### src/rtl/write_dac_pkg.sv
// Shared definitions for the write_dac SPI DAC transmitter: frame layout,
// JPorts pin map, FSM state encoding and the frame builder.
package write_dac_pkg;

    localparam int FRAME_BITS  = 16;
    localparam int VALUE_BITS  = 8;
    localparam int PD_BITS     = 2;
    localparam int PAD_HI_BITS = 2;
    localparam int PAD_LO_BITS = 4;
    localparam int DIV_W       = 8;
    localparam int BIT_CNT_W   = 5;
    localparam int PORT_W      = 8;

    localparam int SYNC_IDX    = 0;
    localparam int DIN_IDX     = 1;
    localparam int SCLK_IDX    = 3;

    typedef enum logic [1:0] {
        IDLE  = 2'd0,
        SHIFT = 2'd1,
        GAP   = 2'd2
    } state_t;

    // Frame sent MSB first: two pad bits, power-down mode, then the sample
    // left-aligned into the DAC's 12-bit data field.
    function automatic logic [FRAME_BITS-1:0] build_frame(
        input logic [PD_BITS-1:0]    pd,
        input logic [VALUE_BITS-1:0] value
    );
        return {{PAD_HI_BITS{1'b0}}, pd, value, {PAD_LO_BITS{1'b0}}};
    endfunction

endpackage

### src/rtl/write_dac_sclk_gen.sv
// SCLK generator for write_dac: a half-period counter toggles the SCLK
// register every CLK_DIV cycles while running, and flags the cycle before
// each falling and rising transition so the FSM acts on the same edge.
module dac_sclk_gen
    import write_dac_pkg::*;
(
    input  logic             i_clk,
    input  logic             i_rst,
    input  logic             i_run,
    input  logic [DIV_W-1:0] i_clk_div,
    output logic             o_sclk,
    output logic             o_fall_tick,
    output logic             o_rise_tick
);

    logic [DIV_W-1:0] r_cnt;
    logic             r_sclk;
    logic             w_terminal;

    assign w_terminal  = i_run && (r_cnt == (i_clk_div - 8'd1));
    assign o_fall_tick = w_terminal && r_sclk;
    assign o_rise_tick = w_terminal && !r_sclk;
    assign o_sclk      = r_sclk;

    // Half-period counter and SCLK register; idle level is SCLK high.
    always_ff @(posedge i_clk or posedge i_rst) begin
        if (i_rst) begin
            r_cnt  <= 8'd0;
            r_sclk <= 1'b1;
        end else if (!i_run) begin
            r_cnt  <= 8'd0;
            r_sclk <= 1'b1;
        end else if (w_terminal) begin
            r_cnt  <= 8'd0;
            r_sclk <= ~r_sclk;
        end else begin
            r_cnt  <= r_cnt + 8'd1;
            r_sclk <= r_sclk;
        end
    end

endmodule

### src/rtl/write_dac.sv
// write_dac: shifts {2'b00, PD_MODE, Value, 4'b0000} MSB first into a
// DAC121S101-class serial DAC over a Pmod JA-style port.
// JPorts: [0] SYNC_n, [1] DIN, [2] 0, [3] SCLK, [7:4] 0. All pins registered.
// Optional macro WRITE_DAC_AUTO_UPDATE_EN: also start a frame whenever Value
// differs from the last value sent, so no start pulses are needed.
module write_dac
    import write_dac_pkg::*;
#(
    parameter int           CLK_DIV = 4,
    parameter logic [1:0]   PD_MODE = 2'b00,
    parameter int           GAP_CYC = 8
) (
    input  logic                  sys_clk,
    input  logic                  reset,
    input  logic [VALUE_BITS-1:0] Value,
    input  logic                  start,
    output logic                  busy,
    output logic                  done,
    output logic [PORT_W-1:0]     JPorts
);

    localparam int                   GAP_W     = $clog2(GAP_CYC + 1);
    localparam logic [GAP_W-1:0]     GAP_LAST  = GAP_W'(GAP_CYC - 1);
    localparam logic [DIV_W-1:0]     DIV_VAL   = DIV_W'(CLK_DIV);
    localparam logic [BIT_CNT_W-1:0] BITS_LAST = BIT_CNT_W'(FRAME_BITS);

    state_t                  r_state;
    logic [FRAME_BITS-1:0]   r_shift;
    logic [BIT_CNT_W-1:0]    r_bit_cnt;
    logic [GAP_W-1:0]        r_gap_cnt;
    logic                    r_sync;
    logic                    r_din;
    logic                    r_busy;
    logic                    r_done;

    state_t                  w_state_nxt;
    logic [FRAME_BITS-1:0]   w_shift_nxt;
    logic [BIT_CNT_W-1:0]    w_bit_cnt_nxt;
    logic [GAP_W-1:0]        w_gap_cnt_nxt;
    logic                    w_sync_nxt;
    logic                    w_din_nxt;
    logic                    w_busy_nxt;
    logic                    w_done_nxt;

    logic                    w_run;
    logic                    w_sclk;
    logic                    w_fall_tick;
    logic                    w_rise_tick;
    logic                    w_accept;
    logic [FRAME_BITS-1:0]   w_frame;
    logic [PORT_W-1:0]       w_jports;

    assign w_run   = (r_state == SHIFT);
    assign w_frame = build_frame(PD_MODE, Value);

`ifdef WRITE_DAC_AUTO_UPDATE_EN
    logic [VALUE_BITS-1:0] r_last_sent;

    assign w_accept = (start || (Value != r_last_sent)) && (r_state == IDLE);

    // Remember the sample of the most recently accepted frame.
    always_ff @(posedge sys_clk or posedge reset) begin
        if (reset) begin
            r_last_sent <= 8'd0;
        end else if (w_accept) begin
            r_last_sent <= Value;
        end else begin
            r_last_sent <= r_last_sent;
        end
    end
`else
    assign w_accept = start && (r_state == IDLE);
`endif

    dac_sclk_gen u_sclk_gen (
        .i_clk       (sys_clk),
        .i_rst       (reset),
        .i_run       (w_run),
        .i_clk_div   (DIV_VAL),
        .o_sclk      (w_sclk),
        .o_fall_tick (w_fall_tick),
        .o_rise_tick (w_rise_tick)
    );

    // Next-state and next-output logic for the IDLE/SHIFT/GAP sequencer.
    always_comb begin
        w_state_nxt   = r_state;
        w_shift_nxt   = r_shift;
        w_bit_cnt_nxt = r_bit_cnt;
        w_gap_cnt_nxt = r_gap_cnt;
        w_sync_nxt    = r_sync;
        w_din_nxt     = r_din;
        w_busy_nxt    = r_busy;
        w_done_nxt    = 1'b0;

        case (r_state)
            IDLE: begin
                if (w_accept) begin
                    w_state_nxt   = SHIFT;
                    w_shift_nxt   = w_frame;
                    w_bit_cnt_nxt = 5'd0;
                    w_sync_nxt    = 1'b0;
                    w_din_nxt     = w_frame[FRAME_BITS-1];
                    w_busy_nxt    = 1'b1;
                end else begin
                    w_sync_nxt    = 1'b1;
                    w_din_nxt     = 1'b0;
                    w_busy_nxt    = 1'b0;
                end
            end

            SHIFT: begin
                if (w_fall_tick) begin
                    // DAC samples DIN on this SCLK fall.
                    w_bit_cnt_nxt = r_bit_cnt + 5'd1;
                end else if (w_rise_tick) begin
                    if (r_bit_cnt == BITS_LAST) begin
                        // Rise after the last sampled bit closes the frame.
                        w_state_nxt   = GAP;
                        w_sync_nxt    = 1'b1;
                        w_din_nxt     = 1'b0;
                        w_gap_cnt_nxt = '0;
                    end else begin
                        w_shift_nxt   = {r_shift[FRAME_BITS-2:0], 1'b0};
                        w_din_nxt     = r_shift[FRAME_BITS-2];
                    end
                end else begin
                    w_bit_cnt_nxt = r_bit_cnt;
                end
            end

            GAP: begin
                if (r_gap_cnt == GAP_LAST) begin
                    w_state_nxt   = IDLE;
                    w_gap_cnt_nxt = '0;
                    w_busy_nxt    = 1'b0;
                    w_done_nxt    = 1'b1;
                end else begin
                    w_gap_cnt_nxt = r_gap_cnt + 1'b1;
                end
            end

            default: begin
                w_state_nxt   = IDLE;
                w_shift_nxt   = 16'h0000;
                w_bit_cnt_nxt = 5'd0;
                w_gap_cnt_nxt = '0;
                w_sync_nxt    = 1'b1;
                w_din_nxt     = 1'b0;
                w_busy_nxt    = 1'b0;
            end
        endcase
    end

    // State, datapath and output registers; reset drops any frame in flight.
    always_ff @(posedge sys_clk or posedge reset) begin
        if (reset) begin
            r_state   <= IDLE;
            r_shift   <= 16'h0000;
            r_bit_cnt <= 5'd0;
            r_gap_cnt <= '0;
            r_sync    <= 1'b1;
            r_din     <= 1'b0;
            r_busy    <= 1'b0;
            r_done    <= 1'b0;
        end else begin
            r_state   <= w_state_nxt;
            r_shift   <= w_shift_nxt;
            r_bit_cnt <= w_bit_cnt_nxt;
            r_gap_cnt <= w_gap_cnt_nxt;
            r_sync    <= w_sync_nxt;
            r_din     <= w_din_nxt;
            r_busy    <= w_busy_nxt;
            r_done    <= w_done_nxt;
        end
    end

    // Pin map onto the JA-style port; every driven bit comes from a register.
    always_comb begin
        w_jports           = 8'h00;
        w_jports[SYNC_IDX] = r_sync;
        w_jports[DIN_IDX]  = r_din;
        w_jports[SCLK_IDX] = w_sclk;
    end

    assign JPorts = w_jports;
    assign busy   = r_busy;
    assign done   = r_done;

endmodule

### config.mk
export PLATFORM = sky130hd
export DESIGN_NAME = write_dac
export DESIGN_NICKNAME = d
export VERILOG_FILES = /design/src/rtl/write_dac_pkg.sv /design/src/rtl/write_dac_sclk_gen.sv /design/src/rtl/write_dac.sv
export SDC_FILE = /design/constraint.sdc
export NUM_CORES = 1
export LEC_CHECK = 0
export CAP_MARGIN = 20
export CELL_PAD_IN_SITES_DETAIL_PLACEMENT = 1
export CELL_PAD_IN_SITES_GLOBAL_PLACEMENT = 2
export CORE_UTILIZATION = 36
export CTS_CLUSTER_DIAMETER = 80
export CTS_CLUSTER_SIZE = 8
export DETAILED_ROUTE_END_ITERATION = 10
export MAX_ROUTING_LAYER = met4
export PLACE_DENSITY = 0.85
export SYNTH_ARGS = -nofsm -noshare
export SYNTH_HDL_FRONTEND = slang
export SYNTH_SLANG_ARGS = --single-unit
### constraint.sdc
create_clock -name sys_clk -period 2.7 [get_ports sys_clk]
set_input_delay 0.54 -clock sys_clk [delete_from_list [all_inputs] [get_ports sys_clk]]
set_output_delay 0.54 -clock sys_clk [all_outputs]
set_load 0.1 [all_outputs]
==> results.md <==
Outcome:
- The run finished with clean final reports.

Power and ir drop:
- Combinational cells account for 38.4% of the total power.
- The cell internal power dissipation is 0.001175 W.
- For this design the ratio of total power to cell area is 977.0 nW/µm².
- The largest vdd supply drop is ~0.00033 V.
- The leakage dissipation is about 1.0 nW.
- The sequential cell fraction of total power is 43.1%.
- Net switching is 41.37% of the power.
- The share of total power in the clock network is 18.5%.
- In this run the power spent charging and discharging nets is 0.0008294 W.

STA:
- At the pin with the least slew margin, the transition time is 764.5 ps.
- The fmax is 480.1 MHz.
- The max-slew violation count is 0.
- The clock period minus worst slack is 2083 ps.
- Setup repair after global routing left no endpoint under its margin.
- The post-route clock skew is 4.075 ps.
- Setup violations remaining at the end of the flow were counted as 0.
- The part of the cycle the worst path needs is approximately 77%.
- The headroom to the max-slew limit is between 40% and 50%.
- The final-report hold violation count is 0.
- In the final timing run, aggregate negative setup slack is 0 ps.

Logic synthesis:
- In the synthesized netlist the async set-or-reset flop fraction comes to 100.0%.
- The dominant combinational cell family by area after synthesis is simple AND/OR/NAND/NOR gates.
- In this run, synthesis inferred 0 flip-flops with an integrated enable.
- The post-synthesis mux area share is 8.167%.
- The share of the synthesized area in compound gates (AO/OA/AOI/OAI) is 9.952%.
- The cell area after synthesis is approximately 1800 µm².
- Summing the areas of all fa, ha and maj instances in the mapped netlist gives under 10% of the synthesized area.
- The most used flip-flop cell after synthesis is sky130_fd_sc_hd__dfrtp_1.
- The netlist uses 43 different library cells.
- After synthesis the netlist holds a flip-flop and latch count of 35.
- Summing the areas of all and, or, nand and nor instances in the mapped netlist gives 20.66% of the synthesized area.
- Sequential elements use 48.18% of the synthesized area.
- The gate count after technology mapping is between 150 and 200.
- The post-synthesis share of cell area spent on xor and xnor gates is 3.363%.
- The mean post-synth cell area is approximately 11 µm².
- The synthesis warning total is 0.

CTS:
- The hold-fix buffer count after cts is 0.
- The H-tree depth is 2.
- The total clock sinks is 35.
- At the later pin of the worst-skew pair, clock insertion delay measures 290 ps.
- The clock passes through at most 2 buffers.
- In this run, post-CTS repair resized a total of 0 instances.
- The tree is rooted in a sky130_fd_sc_hd__clkbuf_8.
- The total clock buffers created by CTS is 5.
- After clock tree synthesis, the clock-pin slew on the worst setup and hold paths is 70 ps.
- Buffers added to address setup during post-CTS repair amount to 0.
- TritonCTS built the clock tree.

Critical path:
- STA classifies the critical path startpoint as a flop.
- The endpoint of the worst register-to-register path is r_shift[10].
- The worst register-to-register path has a setup slack of 620 ps.
- The critical path starts at u_sclk_gen.r_cnt[0].
- The kind of critical path is reg -> reg.
- Following the worst setup path forward leads to its endpoint at r_shift[10].
- The maximum fanout encountered on the critical timing path is 7.
- The source of the worst register-to-register timing path is u_sclk_gen.r_cnt[0].
- The endpoint kind of the worst setup timing path is a flop.
- At the worst endpoint, the required time is 2870 ps.
- The data arrival time of the critical path is 2250 ps.
- Measured in cells, the most critical reg-to-reg path has a length of 5.

Hold path:
- The worst hold path belongs to the class reg -> reg.
- The startpoint identified for the worst hold timing path is r_shift[4].

Layout:
- The final layout contains 200 nets.
- Leaving out filler cells and counting taps, the final layout contains 253.
- The share of post-route cells with drive strength above 1 is 16.13%.
- The final antenna diode count is 0.
- In the layout the commonest cells are 33 x sky130_fd_sc_hd__dfrtp_1, 19 x sky130_fd_sc_hd__nor2_1, 15 x sky130_fd_sc_hd__nand3_1.
- Leaving out fill and tap cells, the most frequent cell in the layout is sky130_fd_sc_hd__dfrtp_1.
- The area added between synthesis and finish is 12.56%.

Job:
- Across the run, the number of max-cap violations was 0.

Place:
- Detailed placement finished with a half-perimeter wire length of 2.940 mm.
- The placed cell count is around 250.
- The number of port buffers is 15.
- The congestion estimate from routability-driven global placement came to 0.7876.

GRT:
- The first global-routing pass estimated ~7 mm of wire.
- The number of antenna violations at the first check in global routing is 0.
- The total routing usage reported by global routing is 17.84%.
- Entering global routing, the biggest net connects 25 pins.
- The total congestion overflow after global routing is 0.
- The via count of the first global-routing pass came to 1404.

Route:
- The total number of vias is 1280.
- The number of DRC violations after detailed routing is 0.
- The length of the first detailed-routing pass in iterations is 4.
- After detailed routing, the total wire length is 3.998 mm.
- Dividing the detail-routed wire length by the instance count gives 15.80 µm.
- For this block, the initial DRC count from the detailed router was 24.
- The number of antenna-violating nets in the routed design is 0.
- The routed via count divided by cell count is 5.059.

Die:
- The core region is 4786 µm².
- From left edge to right edge, the die measures between 70 and 80 µm.
- The die is about 73 µm tall.
- The die covers 5352 µm².
- For this design the top-level I/O count stands at 21.
- The floorplan has 25 rows.
- The effective utilization at floorplan is 38.09%.
[critical path, stage by stage, from the launching register on]
cell                        delay [ps]
sky130_fd_sc_hd__dfrtp_1           410
sky130_fd_sc_hd__ha_1              250
sky130_fd_sc_hd__nor3b_2           320
sky130_fd_sc_hd__and3b_2           360
sky130_fd_sc_hd__a2bb2oi_4         270
sky130_fd_sc_hd__mux2_2            370
[logic make-up after synthesis]
logic type,count (synthesis)
AND/OR/NAND/NOR,67
multiplexers,14
adder cells (fa/ha/maj),4
XOR/XNOR,7
buffers and inverters,17
other,1
flip-flops,35
AO/OA/AOI/OAI,24
[through the flow]
step	cell area, µm²	worst slack [ps]	power, W	hold WS (ps)	util, %
global route	2052	454.6	0.002141	526.4	42.88
CTS	2052	603.8	0.002029	501.9	42.88
detailed placement	1971	405.8	0.001652	485.3	41.18
finish	2052	617.3	0.002005	499.8	42.88
floorplan	1838	841.0	0.001498	449.5	-
global placement	1971	435.4	0.001605	465.1	41.18
[how the worst min path moves through the flow]
stage / to / slack [ps] / depth (start not counted)
floorplan: r_shift[4] / 450 / 1
global placement: busy / 470 / 1
detailed placement: r_shift[4] / 490 / 1
CTS: r_shift[4] / 500 / 1
global route: u_sclk_gen.r_cnt[0] / 530 / 1
finish: r_shift[4] / 500 / 1
[routing by layer]
layer  global-route usage [%]  routed length (µm)  part of all wire (%)
met1                    21.48                1790                    45
met2                    29.73                2071                    52
met3                    2.901                  86                   2.2
met4                    7.190                  49                   1.2
met5                        -                   0                     0
[area by class of cell]
cell class | count | area, µm²
Fill cell | 536 | 2734
Sequential cell | 35 | 878.3
Multi-Input combinational cell | 121 | 837.1
Timing Repair Buffer | 17 | 152.6
Tap cell | 67 | 83.83
Clock buffer | 7 | 76.32
Inverter | 5 | 18.77
Clock inverter | 1 | 5.005
[Yosys cell counts (all sizes together), types with 2 or more instances]
cell type | count | area share [%]
ha | 4 | 2.7
and3 | 3 | 1.1
and3b | 2 | 1.0
o21ai | 8 | 2.2
a21o | 3 | 1.2
mux2 | 7 | 4.3
dfstp | 2 | 2.9
mux2i | 7 | 3.8
a22o | 4 | 1.9
inv | 5 | 1.0
nor4 | 2 | 1.9
xor2 | 6 | 2.9
nand2 | 10 | 2.1
nor3b | 2 | 1.1
nor2 | 19 | 3.9
nor2b | 3 | 1.0
dfrtp | 33 | 45
a21oi | 3 | 0.82
or3 | 3 | 1.0
clkbuf | 2 | 1.5
nand2b | 2 | 0.69
buf | 10 | 4.2
nand3 | 15 | 4.1
[flip-flops by register name, summed over array words and instances, names as in the netlist]
name               count
r_shift               11
u_sclk_gen.r_cnt       8
r_bit_cnt              5
r_gap_cnt              4
r_state                2
busy                   1
done                   1
r_din                  1
r_sync                 1
u_sclk_gen.o_sclk      1
[power groups by stage]
stage	Clock [W]	Combinational, W	Sequential [W]
after floorplan	0	0.000625	0.000872
after global placement	0	0.000745	0.000861
after detailed placement	0	0.000778	0.000873
after CTS	0.000381	0.000781	0.000867
after global routing	0.000403	0.000846	0.000892
final	0.000371	0.000769	0.000864
No activity file was read; power rests on OpenSTA's default activity.
